--- src/rtl/stopwatch_core_if.sv ---
// stopwatch_core_if: control pulses, 10 Hz input and display/status outputs of the stopwatch
interface stopwatch_core_if;
    logic       clk_10Hz;
    logic       start_stop;
    logic       clear;
    logic       lap;
    logic [3:0] tenths;
    logic [3:0] sec_ones;
    logic [3:0] sec_tens;
    logic [3:0] min_ones;
    logic       running;
    logic       lap_active;
    logic       ovf;
    modport master (
        output clk_10Hz, start_stop, clear, lap,
        input  tenths, sec_ones, sec_tens, min_ones, running, lap_active, ovf
    );
    modport slave (
        input  clk_10Hz, start_stop, clear, lap,
        output tenths, sec_ones, sec_tens, min_ones, running, lap_active, ovf
    );
endinterface

--- src/rtl/stopwatch_core.sv ---
// stopwatch_core: M:SS.t BCD stopwatch counting 10 Hz edges, with run/stop, clear and lap hold
module stopwatch_core #(
    parameter bit WRAP_EN = 1'b1
) (
    input  logic clk,
    input  logic rst_n,
    stopwatch_core_if.slave sw
);
    typedef enum logic [1:0] {IDLE, RUN, PAUSE, LAP} state_t;
    state_t     r_state, w_next;
    logic       r_clk_d, r_ovf;
    logic [3:0] r_t, r_s, r_st, r_m;
    logic [3:0] r_lt, r_ls, r_lst, r_lm;
    logic [3:0] w_t, w_s, w_st, w_m;
    logic       w_tick, w_inc, w_c1, w_c2, w_c3, w_term, w_sat, w_clr, w_latch;

    assign w_tick = sw.clk_10Hz & ~r_clk_d;
    assign w_inc  = w_tick & (r_state == RUN || r_state == LAP);
    assign w_c1   = r_t == 4'd9;
    assign w_c2   = w_c1 & (r_s == 4'd9);
    assign w_c3   = w_c2 & (r_st == 4'd5);
    assign w_term = w_c3 & (r_m == 4'd9);
    assign w_sat  = w_inc & w_term & ~WRAP_EN;

    // next live count: BCD carry chain, held when idle or saturating
    always_comb begin
        w_t  = r_t;
        w_s  = r_s;
        w_st = r_st;
        w_m  = r_m;
        if (w_inc && !w_sat) begin
            w_t  = w_c1 ? 4'd0 : r_t + 4'd1;
            w_s  = w_c2 ? 4'd0 : w_c1 ? r_s + 4'd1 : r_s;
            w_st = w_c3 ? 4'd0 : w_c2 ? r_st + 4'd1 : r_st;
            w_m  = w_term ? 4'd0 : w_c3 ? r_m + 4'd1 : r_m;
        end
    end

    // next state; clear beats start_stop beats lap, saturation forces a stop
    always_comb begin
        w_next  = r_state;
        w_clr   = 1'b0;
        w_latch = 1'b0;
        case (r_state)
            IDLE:    if (!sw.clear && sw.start_stop) w_next = RUN;
            RUN:     if (sw.start_stop || w_sat) w_next = PAUSE;
                     else if (sw.lap) begin
                         w_next  = LAP;
                         w_latch = 1'b1;
                     end
            LAP:     if (sw.start_stop || w_sat) w_next = PAUSE;
                     else if (sw.lap) w_next = RUN;
                     else w_next = LAP;
            PAUSE:   if (sw.clear) begin
                         w_next = IDLE;
                         w_clr  = 1'b1;
                     end else if (sw.start_stop) w_next = RUN;
            default: w_next = IDLE;
        endcase
    end

    // state, edge detector, live count and lap latch; the edge history resets high to suppress a post-reset tick
    always_ff @(posedge clk) begin
        if (rst_n) begin
            r_state <= IDLE;
            r_clk_d <= 1'b1;
            r_ovf   <= 1'b0;
            {r_m, r_st, r_s, r_t}     <= '0;
            {r_lm, r_lst, r_ls, r_lt} <= '0;
        end else begin
            r_state <= w_next;
            r_clk_d <= sw.clk_10Hz;
            r_ovf   <= w_inc & w_term;
            {r_m, r_st, r_s, r_t} <= w_clr ? 16'd0 : {w_m, w_st, w_s, w_t};
            if (w_latch) {r_lm, r_lst, r_ls, r_lt} <= {w_m, w_st, w_s, w_t};
        end
    end

    assign sw.tenths     = (r_state == LAP) ? r_lt  : r_t;
    assign sw.sec_ones   = (r_state == LAP) ? r_ls  : r_s;
    assign sw.sec_tens   = (r_state == LAP) ? r_lst : r_st;
    assign sw.min_ones   = (r_state == LAP) ? r_lm  : r_m;
    assign sw.running    = (r_state == RUN) || (r_state == LAP);
    assign sw.lap_active = r_state == LAP;
    assign sw.ovf        = r_ovf;
endmodule
--- src/flat_wrapper.sv ---
// flat-port wrapper written by rule: the top's interface ports become plain ports
module stopwatch_core_flat 
#(
    parameter bit WRAP_EN = 1'b1
)
  (clk, rst_n, sw_clk_10Hz, sw_start_stop, sw_clear, sw_lap, sw_tenths, sw_sec_ones, sw_sec_tens, sw_min_ones, sw_running, sw_lap_active, sw_ovf);
  stopwatch_core_if sw_i ();
  input  logic clk;
  input  logic rst_n;
  input wire logic [$bits(sw_i.clk_10Hz)-1:0] sw_clk_10Hz;
  input wire logic [$bits(sw_i.start_stop)-1:0] sw_start_stop;
  input wire logic [$bits(sw_i.clear)-1:0] sw_clear;
  input wire logic [$bits(sw_i.lap)-1:0] sw_lap;
  output wire logic [$bits(sw_i.tenths)-1:0] sw_tenths;
  output wire logic [$bits(sw_i.sec_ones)-1:0] sw_sec_ones;
  output wire logic [$bits(sw_i.sec_tens)-1:0] sw_sec_tens;
  output wire logic [$bits(sw_i.min_ones)-1:0] sw_min_ones;
  output wire logic [$bits(sw_i.running)-1:0] sw_running;
  output wire logic [$bits(sw_i.lap_active)-1:0] sw_lap_active;
  output wire logic [$bits(sw_i.ovf)-1:0] sw_ovf;
  assign sw_i.clk_10Hz = sw_clk_10Hz;
  assign sw_i.start_stop = sw_start_stop;
  assign sw_i.clear = sw_clear;
  assign sw_i.lap = sw_lap;
  assign sw_tenths = sw_i.tenths;
  assign sw_sec_ones = sw_i.sec_ones;
  assign sw_sec_tens = sw_i.sec_tens;
  assign sw_min_ones = sw_i.min_ones;
  assign sw_running = sw_i.running;
  assign sw_lap_active = sw_i.lap_active;
  assign sw_ovf = sw_i.ovf;
  stopwatch_core #(.WRAP_EN(WRAP_EN)) u_core (.clk(clk), .rst_n(rst_n), .sw(sw_i));
endmodule
--- config.mk ---
export PLATFORM = sky130hd
export DESIGN_NAME = stopwatch_core_flat
export DESIGN_NICKNAME = d
export VERILOG_FILES = /design/src/rtl/stopwatch_core_if.sv /design/src/rtl/stopwatch_core.sv /design/src/flat_wrapper.sv
export SDC_FILE = /design/constraint.sdc
export NUM_CORES = 1
export LEC_CHECK = 0
export CAP_MARGIN = 40
export CORE_MARGIN = 2
export CORE_UTILIZATION = 35
export DETAILED_ROUTE_END_ITERATION = 6
export PLACE_DENSITY = 0.57
export SETUP_SLACK_MARGIN = 0.5
export SLEW_MARGIN = 20
export SYNTH_ARGS = -nofsm -noshare
export SYNTH_HDL_FRONTEND = slang
export SYNTH_SLANG_ARGS = --single-unit
--- constraint.sdc ---
create_clock -name clk -period 3.9 [get_ports clk]
set_input_delay 0.975 -clock clk [delete_from_list [all_inputs] [get_ports clk]]
set_output_delay 0.975 -clock clk [all_outputs]
set_load 0.005 [all_outputs]
==> impl_results.md <==
* Area growth syn-to-layout at 23.2%
* Max stage delay on crit path at 0.54 ns
* Met1 Wirelength at 1.95 mm
* Buffer and inverter count on the worst path at 3
* Synth cell types at 39
* Router iterations before antenna repair at 4
* First-pass GRT wire length at 6.24 mm
* Type of element capturing the critical path: output port
* Classification of the worst setup path: flip-flop to output port
* Post-Syn Area at 0.00176 mm²
* Number of buffers inserted during clock tree synthesis at 5
* Row cnt at 25
* Clock tree from TritonCTS: yes
* Post-DR wirelength/cell at 13.0 µm
* Post-detailed-placement cell area at 0.00207 mm²
* Finished layout cell area at 0.00217 mm²
* Worst-case clock skew at 0.00832 ns
* Final setup margin at 0.827 ns
* GRT Util Overall at 15.1%
* Number of nets produced by synthesis at 209
* Remaining Overflow, GRT at 0
* Most used flip-flop cell after synthesis: dfxtp_1
* Clock latency reported for the late side of the worst-skew pair at 0.29 ns
* CTS resizes at 0
* H-Tree Level Count at 2
* Fraction of layout instances using a drive strength above 1 at 14.0%
* Cell chain of the critical path: nand2_1 -> buf_4 -> inv_1 -> nand2_1 -> o21ai_0 -> clkdlybuf4s50_1
* Lkg Pwr at 0.000850 µW
* Flip-flop and latch count after synthesis at 36
* Worst IR drop on VDD at 0.170 mV
* Count of buffers added by post-CTS timing repair for setup at 0
* Initial cell density of the core at 36.8%
* Worst path top cell family by delay: buffers and inverters
* Count of final setup violators at 0
* Die area at 0.00561 mm²
* Post-detailed-route DRC marker count at 0
* Crit-path most repeated cell: nand2_1
* Buffer levels on the longest clock path at 2
* Max Fclk at 325 MHz
* Half-perimeter wire length after detailed placement at 2.49 mm
* Number of pins with negative max-slew slack in the final report at 0
* Vias in the first global route at 1,288
* Height of the die at 74.9 µm
* Final period util at 78.8%
* Proportion of register bits with asynchronous set or reset after synthesis at 0%
* Met3 Routed Length at 111 µm
* Number of antenna violations at the first check in global routing at 0
* Worst Path Max Fanout at 12
* Detail-routed via count per cell at 4.93
* Number of max-cap violations at 0
* Outcome: completed
* Post-CTS Hold Fix Bufs at 0
* Sequential element share of the synthesized area at 41.0%
* DIE WIDTH at 74.9 µm
* Aggregate negative setup slack at 0 ns
* Syn Inst Count at 197
* Filler cell count at 472
* Number of synthesized flops with an enable pin at 0
* Met2 WL at 1.64 mm
* Count of routing violations after the opening detailed-route iteration at 48
* Data required time of the critical path at 2.92 ns
* Post-CTS clock slew at the launch and capture registers of the worst setup and hold paths at 0.08 ns
* Worst hold-check path type: flip-flop to flip-flop
* Transition time of the tightest slew-check pin at 0.507 ns
* Sum of routed wire length over all layers at 3.76 mm
* Cell area power density at 317 mW/mm²
* Clock root cell: clkbuf_8
* Worst setup SP type: flip-flop
* Maximum number of pins on one net before global-route repair at 33
* Placer Congestion at 0.742
* Clock sink count at 36
* Total power draw at 688 µW
* Synthesized area divided by synthesized cell count at 8.93 µm²
* Slowest CP cell: clkdlybuf4s50_1
* Io pins at 25
* Setup repair after global routing missed its margin: false
* Highest metal layer with signal wires: met4
* Pre-CTS WS at 0.772 ns
* Antenna diode instance count at 0
* Remaining antenna violation count at 0
* Final hold viol count at 0
* Yosys warnings at 0
* Number of input and output port buffers inserted at 24
* Final Core Density at 45.3%
* Worst endpoint data arrival time at 2.10 ns
* Layout Nets at 233
* Worst rel slew slack at 66.2%
* Via Count at 1,426
* Core area at 0.00479 mm²
* Minimum clock period at 3.07 ns
[worst paths after layout]
check                    start  slack (ns)  depth (start not counted)        endpoint
min             u_core.r_ls[2]        0.50                          2  u_core.r_ls[2]
max          u_core.r_state[0]        0.83                          6  sw_min_ones[1]
max reg2reg  u_core.r_state[0]        1.73                          4  u_core.r_lm[2]
min reg2reg     u_core.r_ls[2]        0.50                          2  u_core.r_ls[2]
[where the power goes]
part           internal [µW]  switching (µW)  total, µW
combinational           15.4            16.5       31.9
clock                    141             138        279
sequential               373            4.09        377
total                    530             158        688
[kinds of logic (layout without fill, tap and decap cells)]
group           after synthesis  count (layout)  share of synthesized area, %
simple gates                 76              76                          23.0
compound gates               39              39                          14.9
flops                        36              36                          41.0
mux                          19              19                          11.6
buf+inv                      19              44                          4.27
fa+ha+maj                     6               6                          4.27
xor+xnor                      2               2                         0.996
[sequential cells by signal, summed over array words and instances (netlist names)]
register        flops
u_core.r_st         4
u_core.r_lst        4
u_core.r_lm         4
u_core.r_state      2
u_core.r_m          4
u_core.sw.ovf       1
u_core.r_t          4
u_core.r_ls         4
u_core.r_s          4
u_core.r_lt         4
u_core.r_clk_d      1
[cells in the final DEF (no fill, tap or decap), types with 2 or more instances in the layout]
cell type and instances:
nand3_1 3, and3b_1 3, buf_4 4, nand2b_1 2, o21bai_1 2, clkbuf_8 6, nand2_1 9, ha_1 6
a211oi_1 14, clkdlybuf4s50_1 24, clkinv_2 2, and3_1 2, inv_1 7, a21oi_1 6, nor2_1 39, mux2_2 11
dfxtp_1 36, nor2b_1 4, a2bb2oi_1 2, mux2i_1 8, o21ai_0 10
[per-layer routing]
metal | GRT usage [%] | vias to the layer above
met5 | 0 | -
met4 | 5.95 | 0
met3 | 4.82 | 7
met2 | 22.7 | 21
met1 | 20.1 | 663
li1 | - | 735
[worst register-to-register path: stages, from the launching register on]
cell and delay, ns:
dfxtp_1 0.49, and4b_1 0.57, nand4_4 0.24, or4_4 0.54
a311oi_2 0.26
[stage by stage]
step                hold WS [ns]  cells
floorplan                  0.476    197
global placement           0.487    280
detailed placement         0.491    280
CTS                        0.501    288
global route               0.513    289
finish                     0.495    289
[cells in the mapped netlist (4+ instances only)]
cell / number / share of area (%)
a211oi_1: 14 / 6.0
a21oi_1: 6 / 1.7
clkbuf_1: 9 / 1.9
nor2_1: 39 / 8.3
mux2i_1: 8 / 4.6
inv_1: 7 / 1.5
mux2_2: 11 / 7.0
nand2_1: 9 / 1.9
o21ai_0: 10 / 2.8
ha_1: 6 / 4.3
nor2b_1: 4 / 1.4
dfxtp_1: 36 / 41
[final cells by class]
cell class              count  area (µm²)  area share [%]
repair buffers             29         275            12.7
flip-flops and latches     36         721            33.3
clock inverters             2        10.0           0.462
well taps                  67        83.8            3.87
clock buffers               6        82.6            3.81
inverters                   7        26.3            1.21
multi-input cells         142         968            44.7
Power figures use the tool's default switching activity.
